[config.mk]
export PLATFORM = sky130hd
export DESIGN_NAME = conv_window_feeder
export DESIGN_NICKNAME = d
export VERILOG_FILES = /design/src/rtl/conv_window_feeder.sv
export SDC_FILE = /design/constraint.sdc
export NUM_CORES = 2
export LEC_CHECK = 0
export ABC_CLOCK_PERIOD_IN_PS = 23800
export CAP_MARGIN = 10
export CORE_ASPECT_RATIO = 0.7
export CORE_MARGIN = 5
export CORE_UTILIZATION = 45
export CTS_CLUSTER_DIAMETER = 80
export DETAILED_ROUTE_END_ITERATION = 8
export GPL_TIMING_DRIVEN = 0
export SETUP_SLACK_MARGIN = 0.15
export SLEW_MARGIN = 20
export SYNTH_ARGS = -nofsm -noshare
export SYNTH_HDL_FRONTEND = slang
export SYNTH_SLANG_ARGS = --single-unit
[constraint.sdc]
create_clock -name clk -period 23.8 [get_ports clk]
set_clock_uncertainty 0.05 [all_clocks]
set_input_delay 2.38 -clock clk [delete_from_list [all_inputs] [get_ports clk]]
set_output_delay 2.38 -clock clk [all_outputs]
set_load 0.02 [all_outputs]
[src/rtl/conv_window_feeder.sv]
`default_nettype none
// ============================================================================
// Module   : conv_window_feeder
// Purpose  : Raster pixel stream -> 5x5 sliding window, emitted as 25
//            parallel lanes (lane k = r*5+c, r=0 oldest row, c=0 oldest col).
//            Four line buffers hold the previous rows; one window is
//            produced per accepted pixel once the window is fully in-frame.
// Revision : 1.0  initial release
// ============================================================================
module conv_window_feeder #(
  parameter int DATA_W = 16,
  parameter int IMG_W  = 28,
  parameter int IMG_H  = 28
) (
  input  logic                  clk,
  input  logic                  rst,
  input  logic                  in_valid,
  output logic                  in_ready,
  input  logic [DATA_W-1:0]     in_data,
  input  logic                  in_sof,
  output logic                  out_valid,
  input  logic                  out_ready,
  output logic [25*DATA_W-1:0]  win_data,
  output logic                  frame_done
);

  localparam int COL_W = $clog2(IMG_W);
  localparam int ROW_W = $clog2(IMG_H);
  localparam int LANES = 25;

  localparam logic [COL_W-1:0] C_COL_LAST = COL_W'(IMG_W - 1);
  localparam logic [ROW_W-1:0] C_ROW_LAST = ROW_W'(IMG_H - 1);
  localparam logic [COL_W-1:0] C_COL_WIN  = COL_W'(4);
  localparam logic [ROW_W-1:0] C_ROW_WIN  = ROW_W'(4);

  // Raster position of the next expected pixel
  logic [COL_W-1:0] r_col;
  logic [ROW_W-1:0] r_row;

  // Line buffers: r_lb[0] holds the previous row, r_lb[3] the oldest
  logic [DATA_W-1:0] r_lb [4][IMG_W];

  // Sliding window storage and its next value
  logic [DATA_W-1:0] r_win      [LANES];
  logic [DATA_W-1:0] w_win_next [LANES];
  logic [DATA_W-1:0] w_colvec   [5];
  logic [LANES*DATA_W-1:0] w_win_flat;

  logic                     r_out_valid;
  logic [LANES*DATA_W-1:0]  r_win_data;
  logic                     r_frame_done;

  logic             w_in_hs;
  logic             w_out_hs;
  logic             w_win_load;
  logic             w_last_pix;
  logic [COL_W-1:0] w_cur_col;
  logic [ROW_W-1:0] w_cur_row;
  logic [COL_W-1:0] w_nxt_col;
  logic [ROW_W-1:0] w_nxt_row;

  // The pipeline only stalls while a finished window is still unaccepted
  assign in_ready = !r_out_valid || out_ready;
  assign w_in_hs  = in_valid && in_ready;
  assign w_out_hs = r_out_valid && out_ready;

  // A start-of-frame pixel is always (0,0), overriding the counters
  assign w_cur_col  = in_sof ? '0 : r_col;
  assign w_cur_row  = in_sof ? '0 : r_row;
  assign w_win_load = (w_cur_row >= C_ROW_WIN) && (w_cur_col >= C_COL_WIN);
  assign w_last_pix = (w_cur_row == C_ROW_LAST) && (w_cur_col == C_COL_LAST);

  // Next raster position with column and frame wrap
  always_comb begin
    w_nxt_col = w_cur_col + 1'b1;
    w_nxt_row = w_cur_row;
    if (w_cur_col == C_COL_LAST) begin
      w_nxt_col = '0;
      w_nxt_row = (w_cur_row == C_ROW_LAST) ? '0 : w_cur_row + 1'b1;
    end
  end

  // New column (oldest row first) and the window shifted by one column
  always_comb begin
    w_colvec[0] = r_lb[3][w_cur_col];
    w_colvec[1] = r_lb[2][w_cur_col];
    w_colvec[2] = r_lb[1][w_cur_col];
    w_colvec[3] = r_lb[0][w_cur_col];
    w_colvec[4] = in_data;
    for (int r = 0; r < 5; r++) begin
      for (int c = 0; c < 5; c++) begin
        if (c < 4) begin
          w_win_next[r*5+c] = r_win[r*5+c+1];
        end else begin
          w_win_next[r*5+c] = w_colvec[r];
        end
      end
    end
  end

  generate
    for (genvar k = 0; k < LANES; k++) begin : g_pack
      assign w_win_flat[k*DATA_W +: DATA_W] = w_win_next[k];
    end
  endgenerate

  // Position counters advance on each accepted pixel
  always_ff @(posedge clk) begin
    if (rst) begin
      r_col <= '0;
      r_row <= '0;
    end else if (w_in_hs) begin
      r_col <= w_nxt_col;
      r_row <= w_nxt_row;
    end
  end

  // Line buffers ripple one row older at the current column (read before write)
  always_ff @(posedge clk) begin
    if (w_in_hs) begin
      r_lb[3][w_cur_col] <= r_lb[2][w_cur_col];
      r_lb[2][w_cur_col] <= r_lb[1][w_cur_col];
      r_lb[1][w_cur_col] <= r_lb[0][w_cur_col];
      r_lb[0][w_cur_col] <= in_data;
    end
  end

  // Window shifts on every accepted pixel, including across row wrap
  always_ff @(posedge clk) begin
    if (w_in_hs) begin
      for (int k = 0; k < LANES; k++) begin
        r_win[k] <= w_win_next[k];
      end
    end
  end

  // Output holding register: load a fully in-frame window, else drain on accept
  always_ff @(posedge clk) begin
    if (rst) begin
      r_out_valid <= 1'b0;
      r_win_data  <= '0;
    end else if (w_in_hs && w_win_load) begin
      r_out_valid <= 1'b1;
      r_win_data  <= w_win_flat;
    end else if (w_out_hs) begin
      r_out_valid <= 1'b0;
    end
  end

  // One-cycle pulse after the last pixel of a frame is accepted
  always_ff @(posedge clk) begin
    if (rst) begin
      r_frame_done <= 1'b0;
    end else begin
      r_frame_done <= w_in_hs && w_last_pix;
    end
  end

  assign out_valid  = r_out_valid;
  assign win_data   = r_win_data;
  assign frame_done = r_frame_done;

endmodule
`default_nettype wire

# == Word-level counts from Yosys, hierarchy flattened ==
# Memory sizes are Yosys's and may differ from the RTL's.
# Cells that the tools add are included.
# classes
n_eq_ne,2
muxes,24
add_sub_neg,2
bitwise_logic,1
reduce_logical,10
magnitude_cmp,4
# ops
cell,n
448-bit 2-to-1 mux,1
16-bit binary-select mux with 5-bit select,4
16-bit 2-to-1 mux,9
16-bit demux with 5-bit select,1
5-bit 2-to-1 mux,5
"5-bit by 1-bit adder with 5-bit output, second input constant",2
"5-bit == test, second input constant",2
"5-bit by 3-bit greater-or-equal comparator with 1-bit output, second input constant",2
1-bit logical AND,7
"6-bit greater-or-equal comparator, second input constant",1
"6-bit by 1-bit < comparator with 1-bit output, second input constant",1
5-bit NOT with 6-bit output,1
1-bit 2-to-1 mux,4
2-bit nonzero test,1
1-bit zero test,1
1-bit logical OR,1
# totals
mem_bits_rw,2192
mem_count,2
input_bits,21
reg_bits,412
output_inout_bits,403
wordCells,50
# memory_table
memory,depth,width,rd,rd_clocked_by_memory_dff,write_ports,line_no,text
r_lb,4,448,4,0,4,41,logic [DATA_W-1:0] r_lb [4][IMG_W];
r_win,25,16,20,0,25,44,logic [DATA_W-1:0] r_win [LANES];

# == Logic depth before layout (Yosys ltp) ==
# depth
word_depth,7
depth_mapped,13
depth_no_buf,9

# == Worst setup path before layout ==
# OpenSTA, ideal clock, no wires.
# synth_path
kind,input to register
from,in out_ready
to,"mem r_lb[0][144] in the netlist's numbering, enable pin"
slack_ps,5111
t_arrival_ps,18074
path_stages,6
path_buffers,1
required_ps,23185
setup_time_ps,565
path_cell_list,nand2b_1 > nand2_1 > inv_1 > clkbuf_1 > nand2_1 > nor3_1
# synth_rtl
element,line_no,text
from (decl),22,"input logic out_ready,"
to (decl),41,

==> run_results.csv <==
group,metric,value,unit
run_status,status,"completed",
min_path,hold-path-endpoint,"r_win[1][28]$_DFFE_PP_",
cells_and_area,layout.filler_cells,16894,
power_and_ir_drop,vdd_ir_drop_max,0.06004,mV
worst_setup_path,rr_endpoint,"r_lb[1][258]$_DFFE_PP_",
clocking,buffers_from_clock_root_to_sink_at_most,4,
cells_and_area,final_nets,7151,
min_path,worst_hold_startpoint,"r_win[1][44]$_DFFE_PP_",
worst_setup_path,cpPeakStageDelay,750,ps
sta,tightestPinTransition,1272,ps
route,drtPass1Iterations,9,
worst_setup_path,slowest_stage,"nor3_2",
global_routing,grt_first_pass_wirelength,445900,um
global_routing,global_route.overflow_total,0,
synthesis,synthesis.area_per_instance,15.19,um^2
worst_setup_path,criticalPathCategory,"in2reg",
clocking,cts_root_buffer,"clkbuf_16",
global_routing,antenna_found_initial,23,
synthesis,synth.top_cells.by_area,"edfxtp_1 (67%), dfxtp_1 (8.7%), mux2i_1 (4.5%)",
worst_setup_path,timing.critical_path.from_type,"primary input",
synthesis,synth_edf_count,2112,
sta,setup_violations,0,
synthesis,synth.largest_area_cell,"edfxtp_1",
synthesis,async_reset_ff_frac,0,
route,vias_per_cell,6.104,
clocking,post_cts.repair.setup_buffers,0,
sta,hold_viol,0,
die,dieHeight,394.6,um
synthesis,ys_seq_area_frac,0.7537,
placement,postPlaceCellArea,106800,um^2
cells_and_area,post_route_cells_drive_above_1_share,0.1445,
route,drt_wl_total,323000,um
synthesis,yosysMostFrequentCell,"edfxtp_1",
min_path,hold-path-cell-count,0,
die,floorplan.core_area,210600,um^2
route,detail_route.drc_violations,0,
synthesis,synth_top_flop_cell,"edfxtp_1",
sta,max_freq,134.1,MHz
cells_and_area,synthToLayoutAreaGrowth,20.19,%
die,initial_utilization,0.4514,
route,route.vias.total,61728,
clocking,cts_tree,"done",
die,ioPinCount,424,
min_path,hold_path.class,"reg2reg",
cells_and_area,multi_input_area,21830,um^2
route,drt_iter0_markers,9381,
worst_setup_path,cp.arrival,7990,ps
die,floorplan.die.width,559.4,um
synthesis,yosysUniqueCellTypes,56,
sta,timing.final.crit_share,0.3133,
synthesis,postSynthCellCount,6260,
worst_setup_path,crit_top_cell,"buf_6",
worst_setup_path,crit_fanout,11,
worst_setup_path,worst-r2r-setup-slack,18280,ps
clocking,postCtsHoldBufs,0,
sta,slew_violations,0,
worst_setup_path,cp-end-kind,"register",
synthesis,mappedNetlistArea,95090,um^2
worst_setup_path,cp_cell_sequence,"clkdlybuf4s50_1 -> buf_6 -> nand2b_1 -> inv_2 -> buf_2 -> buf_2 -> buf_1 -> ha_1 -> nand2_1 -> nor3_2 -> buf_6 -> buf_4 -> buf_4 -> buf_6",
sta,fin_crit,7458,ps
worst_setup_path,worst_r2r_path_depth,12,
flow_run,max-cap-violations,0,
global_routing,maximum_number_of_pins_on_one_net_before_global_route_repair,57,
placement,place_congestion,0.8965,
clocking,ctsResizeCount,0,
synthesis,ff_latch_count_synth,2524,
route,routedWlPerCell,31.94,um
cells_and_area,post-route-cell-area,114300,um^2
global_routing,grt_pass1_vias,58214,
sta,max-slew-margin-rel,0.1517,
clocking,worst_skew_pair.late_latency,890,ps
placement,half_perimeter_wire_length_after_detailed_placement,236700,um
global_routing,track_usage,0.2836,
synthesis,synth.top_cell.area_share,0.6670,
route,postRouteAntennaNets,0,
clocking,ctsHtreeMaxLevel,4,
worst_setup_path,cp.required,24340,ps
cells_and_area,seqCellArea,71670,um^2
die,die-area,220800,um^2
sta,rsz0062_at_grt,"false",
power_and_ir_drop,power_leakage,36.64,nW
cells_and_area,final_core_util,0.5426,
synthesis,syn-num-nets,6287,
synthesis,top_cells_by_count_synth,"edfxtp_1 (2112), nand2_1 (847), a21oi_1 (542)",
synthesis,yosysWarningCount,0,
clocking,numCtsBuffers,235,
clocking,clock_sink_count,2524,
clocking,clk_transition_reported_paths,70,ps
die,fp-row-count,141,
power_and_ir_drop,pwr_density_cell,80.61,nW/um^2
sta,hold-worst-slack,388.6,ps
worst_setup_path,r2r_start,"r_col[1]$_SDFFE_PP0P_",
placement,port-buffer-count,422,
[metal layers]
layer  share of wire  wire length [um]  vias to the layer above  GRT usage
met2            0.42            135000                     3849     0.4025
met3            0.14             43960                      512    0.09650
met4           0.029              9254                        8    0.07436
met1            0.42            134700                    31477     0.4176
li1                -                 -                    25882          -
met5         0.00017                56                        -          0
[area by class of cell]
cell class / count / share of cell area
diodes: 7 / 0.0001533
plain buffers: 458 / 0.01861
clock buffers: 317 / 0.05672
clock inverters: 113 / 0.008703
inverters: 13 / 0.0004707
multi-input cells: 3265 / 0.1910
flip-flops and latches: 2524 / 0.6271
well taps: 2788 / 0.03052
repair buffers: 627 / 0.06673
[logic make-up (layout without fill, tap and decap cells)]
logic type	after synthesis	count (layout)	synth area share
flip-flops	2524	2524	0.7537
adder cells (fa/ha/maj)	6	6	0.0007895
AND/OR/NAND/NOR	1158	1158	0.05046
AO/OA/AOI/OAI	1512	1512	0.1082
buffers and inverters	471	1528	0.02274
multiplexers	589	589	0.06411
other	0	7	0
[state kept, by name, summed over array words and instances (netlist names)]
signal and flops:
out_valid 1, r_lb 1792, r_win 320, r_row 5
r_col 5, win_data 400, frame_done 1
[layout by cell type, fill, tap and decap left out, drive strengths merged, types with 38 or more instances in the layout]
| cell | netlist | layout |
|---|---|---|
| o22a | 114 | 114 |
| nand2 | 847 | 847 |
| a221oi | 43 | 43 |
| clkdlybuf4s50 | 0 | 406 |
| mux2i | 429 | 429 |
| o21ai | 176 | 176 |
| nand3 | 83 | 83 |
| mux2 | 160 | 160 |
| nor2 | 112 | 112 |
| edfxtp | 2112 | 2112 |
| a31oi | 64 | 64 |
| clkinv | 0 | 86 |
| buf | 245 | 465 |
| a21oi | 542 | 542 |
| o2111a | 38 | 38 |
| a211oi | 64 | 64 |
| o21a | 43 | 43 |
| dfxtp | 412 | 412 |
| o221ai | 198 | 198 |
| clkbuf | 213 | 531 |
| a22oi | 168 | 168 |
[power breakdown]
| group | internal [W] | leakage (nW) | total [W] | switching (W) |
|---|---|---|---|---|
| Clock | 0.00207 | 3.67 | 0.00372 | 0.00165 |
| Sequential | 0.00491 | 22.6 | 0.00495 | 0.0000378 |
| Combinational | 0.000154 | 10.4 | 0.000542 | 0.000388 |
| Total | 0.00713 | 36.6 | 0.00921 | 0.00208 |
[stage by stage]
stage / total power (W) / TNS [ps] / setup WS, ps / instances
finish: 0.009213 / 0 / 16340 / 10112
global route: 0.009445 / 0 / 16250 / 10105
floorplan: 0.005271 / 0 / 5111 / 6260
detailed placement: 0.005568 / 0 / 15610 / 9674
global placement: 0.005523 / -5726120 / -6906 / 9470
CTS: 0.009221 / 0 / 16530 / 10104
[worst max-delay path, delay by kind of cell]
family / cells / cell delay (ps)
buffers and inverters: 10 / 3820
adders and majority gates: 1 / 450
and+or+nand+nor: 3 / 1290
[worst max-delay path by stage]
stage,from,end,slack (ps),depth (start not counted)
after detailed placement,in_sof,r_lb[2][270]$_DFFE_PP_,15610,14
after global placement,out_ready,r_lb[2][298]$_DFFE_PP_,-6910,7
after floorplan,out_ready,r_lb[0][144]$_DFFE_PP_,5110,6
after global routing,in_sof,r_lb[1][258]$_DFFE_PP_,16250,14
after CTS,in_sof,r_lb[1][258]$_DFFE_PP_,16530,14
final,in_sof,r_lb[1][258]$_DFFE_PP_,16340,14
Note: power is estimated with default switching activity, not from simulation.
